## config.mk

```make
export PLATFORM = sky130hd
export DESIGN_NAME = pad_bank_ctrl
export DESIGN_NICKNAME = d
export VERILOG_FILES = /design/src/rtl/pad_bank_ctrl.sv
export SDC_FILE = /design/constraint.sdc
export NUM_CORES = 1
export LEC_CHECK = 0
export CAP_MARGIN = 10
export CORE_MARGIN = 2
export CORE_UTILIZATION = 50
export DETAILED_ROUTE_END_ITERATION = 8
export PLACE_DENSITY = 0.88
export RECOVER_POWER = 100
export SYNTH_ARGS = -nofsm -noshare
export SYNTH_HDL_FRONTEND = slang
export SYNTH_SLANG_ARGS = --single-unit
```

## constraint.sdc

```tcl
create_clock -name clk -period 4.47 [get_ports clk]
set_clock_uncertainty 0.1 [all_clocks]
set_input_delay 0.894 -clock clk [delete_from_list [all_inputs] [get_ports clk]]
set_output_delay 0.894 -clock clk [all_outputs]
set_load 0.05 [all_outputs]
```

## src/rtl/pad_bank_ctrl.sv

```systemverilog
// -----------------------------------------------------------------------------
// pad_bank_ctrl
//   Controller for a bank of NPADS bidirectional pads. Registers the core's
//   A/OE onto the pads, synchronises pad Y back into the core clock domain, and
//   holds per-pad drive strength / slew / input-enable settings. A pad is
//   reconfigured through a glitch-safe sequence: its OE is forced low for
//   GUARD_CYCLES, the new settings are written, then OE stays low for another
//   GUARD_CYCLES before it is released.
//
// Ports
//   clk, rst                 core clock, synchronous active-high reset
//   cfg_valid/cfg_ready      reconfiguration request handshake
//   cfg_idx/ds/sr/ie         target pad and its new {DS1,DS0}, SR, IE
//   cfg_err                  one-cycle pulse for an out-of-range cfg_idx
//   busy                     a reconfiguration sequence is in progress
//   core_a, core_oe          output data / enable from core
//   core_y                   synchronised pad input to core
//   pad_a/oe/ds0/ds1/sr/ie   to the pad wrappers
//   pad_y                    from the pad wrappers
//
// state    | meaning
// ---------+------------------------------------------------------------
// IDLE     | ready for a request, no pad masked
// QUIESCE  | target pad OE forced low, waiting GUARD_CYCLES
// APPLY    | new settings written into the target pad's config (1 cycle)
// SETTLE   | target pad OE still forced low for GUARD_CYCLES
// -----------------------------------------------------------------------------
module pad_bank_ctrl #(
  parameter int         NPADS        = 8,
  parameter int         GUARD_CYCLES = 4,
  parameter int         SYNC_STAGES  = 2,
  parameter logic [1:0] RST_DS       = 2'b01,
  parameter logic       RST_SR       = 1'b0,
  parameter logic       RST_IE       = 1'b1,
  parameter int         IDXW         = (NPADS > 1) ? $clog2(NPADS) : 1
) (
  input  logic             clk,
  input  logic             rst,
  input  logic             cfg_valid,
  output logic             cfg_ready,
  input  logic [IDXW-1:0]  cfg_idx,
  input  logic [1:0]       cfg_ds,
  input  logic             cfg_sr,
  input  logic             cfg_ie,
  output logic             cfg_err,
  output logic             busy,
  input  logic [NPADS-1:0] core_a,
  input  logic [NPADS-1:0] core_oe,
  output logic [NPADS-1:0] core_y,
  output logic [NPADS-1:0] pad_a,
  output logic [NPADS-1:0] pad_oe,
  output logic [NPADS-1:0] pad_ds0,
  output logic [NPADS-1:0] pad_ds1,
  output logic [NPADS-1:0] pad_sr,
  output logic [NPADS-1:0] pad_ie,
  input  logic [NPADS-1:0] pad_y
);

  localparam int CNTW = (GUARD_CYCLES > 1) ? $clog2(GUARD_CYCLES) : 1;
  localparam logic [CNTW-1:0] CNT_LOAD = CNTW'(GUARD_CYCLES - 1);
  localparam logic [IDXW:0]   NPADS_V  = NPADS[IDXW:0];

  typedef enum logic [1:0] {S_IDLE, S_QUIESCE, S_APPLY, S_SETTLE} state_t;

  state_t            state_q, state_d;
  logic [CNTW-1:0]   cnt_q, cnt_d;
  logic [IDXW-1:0]   idx_q, idx_d;
  logic [1:0]        cap_ds_q, cap_ds_d;
  logic              cap_sr_q, cap_sr_d;
  logic              cap_ie_q, cap_ie_d;
  logic [NPADS-1:0]  mask_q, mask_d;
  logic [NPADS-1:0]  a_q, a_d;
  logic [NPADS-1:0]  oe_q, oe_d;
  logic [NPADS-1:0]  ds0_q, ds0_d;
  logic [NPADS-1:0]  ds1_q, ds1_d;
  logic [NPADS-1:0]  sr_q, sr_d;
  logic [NPADS-1:0]  ie_q, ie_d;
  logic              cfg_err_q, cfg_err_d;
  logic              busy_q, busy_d;
  logic [NPADS-1:0]  sync_q [SYNC_STAGES];
  logic [NPADS-1:0]  sync_d [SYNC_STAGES];
  logic              req_in_range;

  assign req_in_range = ({1'b0, cfg_idx} < NPADS_V);

  always_comb begin
    state_d   = state_q;
    cnt_d     = cnt_q;
    idx_d     = idx_q;
    cap_ds_d  = cap_ds_q;
    cap_sr_d  = cap_sr_q;
    cap_ie_d  = cap_ie_q;
    mask_d    = mask_q;
    ds0_d     = ds0_q;
    ds1_d     = ds1_q;
    sr_d      = sr_q;
    ie_d      = ie_q;
    cfg_err_d = 1'b0;
    a_d       = core_a;
    oe_d      = core_oe;

    // Stage 0 samples with the IE currently on the pad, so a disabled pad reads 0.
    sync_d[0] = pad_y & ie_q;
    for (int i = 1; i < SYNC_STAGES; i++) begin
      sync_d[i] = sync_q[i-1];
    end

    case (state_q)
      S_IDLE: begin
        if (cfg_valid) begin
          if (req_in_range) begin
            idx_d    = cfg_idx;
            cap_ds_d = cfg_ds;
            cap_sr_d = cfg_sr;
            cap_ie_d = cfg_ie;
            for (int i = 0; i < NPADS; i++) begin
              mask_d[i] = (cfg_idx == IDXW'(i));
            end
            cnt_d   = CNT_LOAD;
            state_d = S_QUIESCE;
          end else begin
            cfg_err_d = 1'b1;
          end
        end
      end
      S_QUIESCE: begin
        if (cnt_q == '0) state_d = S_APPLY;
        else             cnt_d   = cnt_q - CNTW'(1);
      end
      S_APPLY: begin
        for (int i = 0; i < NPADS; i++) begin
          if (idx_q == IDXW'(i)) begin
            ds0_d[i] = cap_ds_q[0];
            ds1_d[i] = cap_ds_q[1];
            sr_d[i]  = cap_sr_q;
            ie_d[i]  = cap_ie_q;
          end
        end
        cnt_d   = CNT_LOAD;
        state_d = S_SETTLE;
      end
      S_SETTLE: begin
        if (cnt_q == '0) begin
          state_d = S_IDLE;
          mask_d  = '0;
        end else begin
          cnt_d = cnt_q - CNTW'(1);
        end
      end
      default: begin
        state_d = S_IDLE;
        mask_d  = '0;
      end
    endcase

    busy_d = (state_d != S_IDLE);
  end

  always_ff @(posedge clk) begin
    if (rst) begin
      state_q   <= S_IDLE;
      cnt_q     <= '0;
      idx_q     <= '0;
      cap_ds_q  <= '0;
      cap_sr_q  <= 1'b0;
      cap_ie_q  <= 1'b0;
      mask_q    <= '0;
      a_q       <= '0;
      oe_q      <= '0;
      ds0_q     <= {NPADS{RST_DS[0]}};
      ds1_q     <= {NPADS{RST_DS[1]}};
      sr_q      <= {NPADS{RST_SR}};
      ie_q      <= {NPADS{RST_IE}};
      cfg_err_q <= 1'b0;
      busy_q    <= 1'b0;
      for (int i = 0; i < SYNC_STAGES; i++) sync_q[i] <= '0;
    end else begin
      state_q   <= state_d;
      cnt_q     <= cnt_d;
      idx_q     <= idx_d;
      cap_ds_q  <= cap_ds_d;
      cap_sr_q  <= cap_sr_d;
      cap_ie_q  <= cap_ie_d;
      mask_q    <= mask_d;
      a_q       <= a_d;
      oe_q      <= oe_d;
      ds0_q     <= ds0_d;
      ds1_q     <= ds1_d;
      sr_q      <= sr_d;
      ie_q      <= ie_d;
      cfg_err_q <= cfg_err_d;
      busy_q    <= busy_d;
      for (int i = 0; i < SYNC_STAGES; i++) sync_q[i] <= sync_d[i];
    end
  end

  // Ready drops while rst is held so nothing can be accepted during reset,
  // and rises in the very first cycle after release.
  assign cfg_ready = (state_q == S_IDLE) & ~rst;
  assign cfg_err   = cfg_err_q;
  assign busy      = busy_q;
  assign pad_a     = a_q;
  assign pad_oe    = oe_q & ~mask_q;
  assign pad_ds0   = ds0_q;
  assign pad_ds1   = ds1_q;
  assign pad_sr    = sr_q;
  assign pad_ie    = ie_q;
  assign core_y    = sync_q[SYNC_STAGES-1];

endmodule

```

After elaboration in Yosys (flattened, before gate mapping)
Memories as Yosys holds them, arrays and structs flattened. Index checks and enable logic that the tools add are counted.

Add/subtract/negate cells: 1. Equality and inequality tests: 20. Mux-type cells: 15. Bitwise operators: 7. Reduce and logical (&&, ||, !) cells: 18.

Operators with widths (count): 8-bit two-way mux (4); 3-bit equality test, second input constant (8); 2-bit AND reduction (10); 8-bit bitwise AND (2); 8-bit case mux with 2 select lines (1); 3-bit by 2-bit equality test with 1-bit output, second input constant (4); 2-bit two-way mux (5); 8-bit inverter (1); 2-bit case mux with 4 select lines (1); 3-bit by 1-bit equality test with 1-bit output, second input constant (2); 3-bit logical NOT (2); 2-bit != test, second input constant (3); 2-bit case mux with 3 select lines (1); 2-bit equality test, second input constant (2); 2-bit logical NOT (2); 2-bit nonzero test (2); 1-bit two-way mux (3); 3-bit AND reduction (1); 2-bit by 1-bit equality test with 1-bit output, second input constant (1); 1-bit OR (2); 2-bit OR reduction (1); 2-bit by 1-bit subtractor with 2-bit output, second input constant (1); 1-bit bitwise AND (1); 1-bit inverter (1).

Bits in registers: 68. Memory bits (writable): 16. Bits of input ports: 34. Output and inout bits: 59. Logic and storage cells: 104. Memories: 1.

Memory list: sync_q (depth 2, bits a word 8, read ports 2, clocked after Yosys merged registers in 0, wr ports 2, line 80) `logic [NPADS-1:0] sync_q [SYNC_STAGES];`.

Logic depth before layout (Yosys ltp)
Depth in word-level cells: 4. Depth in mapped cells: 6.

Worst setup path before layout
No wires, ideal clock.

Kind: in2out. Start: input port rst. End: output port cfg_ready. Data arrival time: 2420 ps. Required time: 3476 ps. Slack: 1056 ps. Stages: 4. Cells stage by stage: buf_2 buf_2 clkbuf_1 nor3_1.

Longest elaborated chain between the ends: 2.

RTL lines: start, declared (line 38) `input logic rst,`; 1-bit inverter (line 199) `assign cfg_ready = (state_q == S_IDLE) & ~rst;`; 1-bit bitwise AND (line 199); end, declared (line 40) `output logic cfg_ready,`.

Every way passes these cells.

Final worst setup path
Ends and elaborated chain as after synthesis.

==> impl_metrics.json <==
{
  "status": "complete, but fails checks",
  "violations": "max-capacitance violations, max-slew violations",
  "synth_warnings": 0,
  "root_buffer": "clkbuf_8",
  "p_clk_share_pct": 34.9,
  "htreeDepth": 3,
  "stdcell_area_um2": 4110,
  "grt_pass1_wl_um": 10500,
  "synthTopCellsByArea": "dfxtp_1 (55%), mux2i_1 (11%), nor2b_1 (7.2%)",
  "arrival_ns": 2.10,
  "synth_edf_count": 0,
  "synth_top_area_share_pct": 55.4,
  "mostFrequentLayoutCells": "dfxtp_1 (84), dlygate4sd3_1 (58), nor2b_1 (35)",
  "num_vias": 2313,
  "finalCriticalPeriod_ns": 3.09,
  "intPower_w": 0.00115,
  "track_usage_pct": 20.8,
  "multi_input_area_um2": 1210,
  "slew_headroom_pct": -1.70,
  "drive_above_1_share_pct": 4.59,
  "crit_path_start_kind": "primary input",
  "cpPeakStageDelay_ns": 0.91,
  "final_common_cell": "dfxtp_1",
  "ir_worst_vdd_uv": 242,
  "pwr-share-comb_pct": 13.6,
  "ios": 93,
  "rows": 28,
  "area_delta_synth_final_pct": 35.6,
  "power_density_nw_per_um2": 377,
  "io_buffers": 91,
  "p_switching_w": 0.000403,
  "antenna_cells": 0,
  "r2r_cells": 3,
  "min_path_type": "flop to flop",
  "cts_resized": 0,
  "fmax_ghz": 0.323,
  "clk_path_buf_depth": 2,
  "maxSlewViolCount": 89,
  "die-height_um": 81.9,
  "critPathSlowestCell": "dlygate4sd3_1",
  "rsz0062_at_grt": "false",
  "dp.cells": 451,
  "leakage_nw": 1.81,
  "antenna_found_initial": 0,
  "cts_sinks": 84,
  "worst-slew-pin-transition_ns": 1.53,
  "maxCapViolations": 1,
  "fillers": 450,
  "synth_ff_type": "dfxtp_1",
  "final_cells": 467,
  "synth.distinct_cells": 32,
  "fin_crit_sh_pct": 69.2,
  "grt_pass1_vias": 2231,
  "die-area_um2": 6710,
  "cp_data_required_time_ns": 3.48,
  "start_util_pct": 51.5,
  "cts_made_buffers": 9,
  "die_w_um": 81.9,
  "drt-pass1-iter-count": 4,
  "core_um2": 5890,
  "clk_pin_slew_worst_paths_ns": 0.07,
  "nNetsFinal": 422,
  "post-cts-setup-buffers": 0,
  "synth-seq-cells": 84,
  "grt_max_degree": 89,
  "hpwl_um": 4670,
  "cts_tree": "done",
  "p_sw_share_pct": 26.0,
  "layout.area.seq_um2": 1680,
  "final_antenna_net_count": 0,
  "cp_max_fo": 2,
  "postSynthNetCount": 339,
  "via_per_inst": 4.95,
  "synthCells": 304,
  "worstSkewPairLatency_ns": 0.35,
  "endpoint_kind": "output pin",
  "setup_violations": 0,
  "wl_um": 6640,
  "seqPwrFrac_pct": 51.5,
  "tns_ns": 0,
  "grt-ovfl-total": 0,
  "synth-seq-area-share_pct": 55.4,
  "worst-setup-path-type": "primary input to output pin",
  "routedWlPerCell_um": 14.2,
  "async_reset_ff_share_pct": 0,
  "drt_iter0_markers": 189,
  "avgSynthCellArea_um2": 9.98,
  "hold_ws_ns": 0.337,
  "finalWeightedCongestion": 0.834,
  "placed_area_um2": 3910,
  "postCtsHoldBufs": 0,
  "yosys.area.top_type": "dfxtp_1",
  "drc": 0,
  "syn-cell-area_um2": 3030,
  "cp_cell_sequence": "clkbuf_1, nor3_1, dlygate4sd3_1",
  "hold_depth": 1,
  "hold_viol_final": 0
}
==> power groups by stage <==
stage	Combinational, W	Sequential, W	Clock, W
floorplan	0.000123	0.000847	0
global placement	0.000213	0.000815	0
detailed placement	0.000218	0.000817	0
CTS	0.000219	0.000800	0.000551
global route	0.000228	0.000803	0.000583
finish	0.000212	0.000799	0.000541
==> cell type report <==
| cell class | instances | area share, % |
|---|---|---|
| Clock buffer | 12 | 3.77 |
| Timing Repair Buffer | 92 | 22.1 |
| Inverter | 4 | 0.365 |
| Clock inverter | 4 | 1.16 |
| Tap cell | 75 | 2.28 |
| Sequential cell | 84 | 40.9 |
| Multi-Input combinational cell | 196 | 29.4 |
==> metal layers <==
| layer | vias to the layer above | track usage, % | wire, µm |
|---|---|---|---|
| met4 | 0 | 10.3 | 122 |
| met3 | 11 | 5.38 | 362 |
| met1 | 1081 | 25.8 | 2900 |
| met2 | 60 | 33.3 | 3250 |
| met5 | - | 0 | 0 |
| li1 | 1161 | - | - |
==> worst paths after layout <==
| path | start | to | slack, ns |
|---|---|---|---|
| hold / removal | sync_q[0][6]$_SDFF_PP0_ | sync_q[0][14]$_SDFF_PP0_ | 0.34 |
| setup reg to reg | state_q[1]$_SDFF_PP0_ | pad_ds0[0]$_SDFFE_PP1P_ | 2.74 |
| setup / recovery | rst | cfg_ready | 1.38 |
| hold reg to reg | sync_q[0][6]$_SDFF_PP0_ | sync_q[0][14]$_SDFF_PP0_ | 0.34 |
==> cell families (layout without fill, tap and decap cells) <==
group                      after synthesis  in the layout  synth area share (%)
AOI/OAI and AO/OA                       28             28                  5.82
other                                    1              1                 0.124
buffers and inverters                   24            112                  4.66
xor gates and xnor gates                 1              1                 0.289
muxes                                   32             32                  10.6
DFF                                     84             84                  55.4
adders and majority gates                1              1                 0.412
and+or+nand+nor                        133            133                  22.7
==> registers in the layout, summed over array words and instances, names as in the netlist <==
name / flops
sync_q: 16
mask_q: 8
oe_q: 8
pad_a: 8
pad_ds0: 8
pad_ds1: 8
pad_ie: 8
pad_sr: 8
idx_q: 3
cap_ds_q: 2
cnt_q: 2
state_q: 2
busy: 1
cap_ie_q: 1
cap_sr_q: 1
==> through the flow <==
| step | setup WS, ns | utilization [%] | power [W] |
|---|---|---|---|
| 2_1_floorplan | 1.06 | - | 0.000970 |
| 3_3_place_gp | 1.39 | 66.5 | 0.00103 |
| 3_5_place_dp | 1.43 | 66.5 | 0.00103 |
| 4_1_cts | 1.43 | 69.9 | 0.00157 |
| 5_1_grt | 1.31 | 69.9 | 0.00161 |
| 6_report | 1.38 | 69.9 | 0.00155 |
==> cells in the mapped netlist (all sizes together) (2+ instances only) <==
library cell	n
dfxtp	84
nor2b	35
mux2i	32
nor2	31
nand2	30
nand2b	18
a21oi	17
nand3	11
buf	10
clkbuf	10
o2111ai	6
inv	4
nor3b	2
o211ai	2
==> worst max-delay path: cells and delay by family <==
kind,cells,cell delay [ns]
buffers and inverters,2,1.02
and+or+nand+nor,1,0.18
No activity file was read; power rests on OpenSTA's default activity.
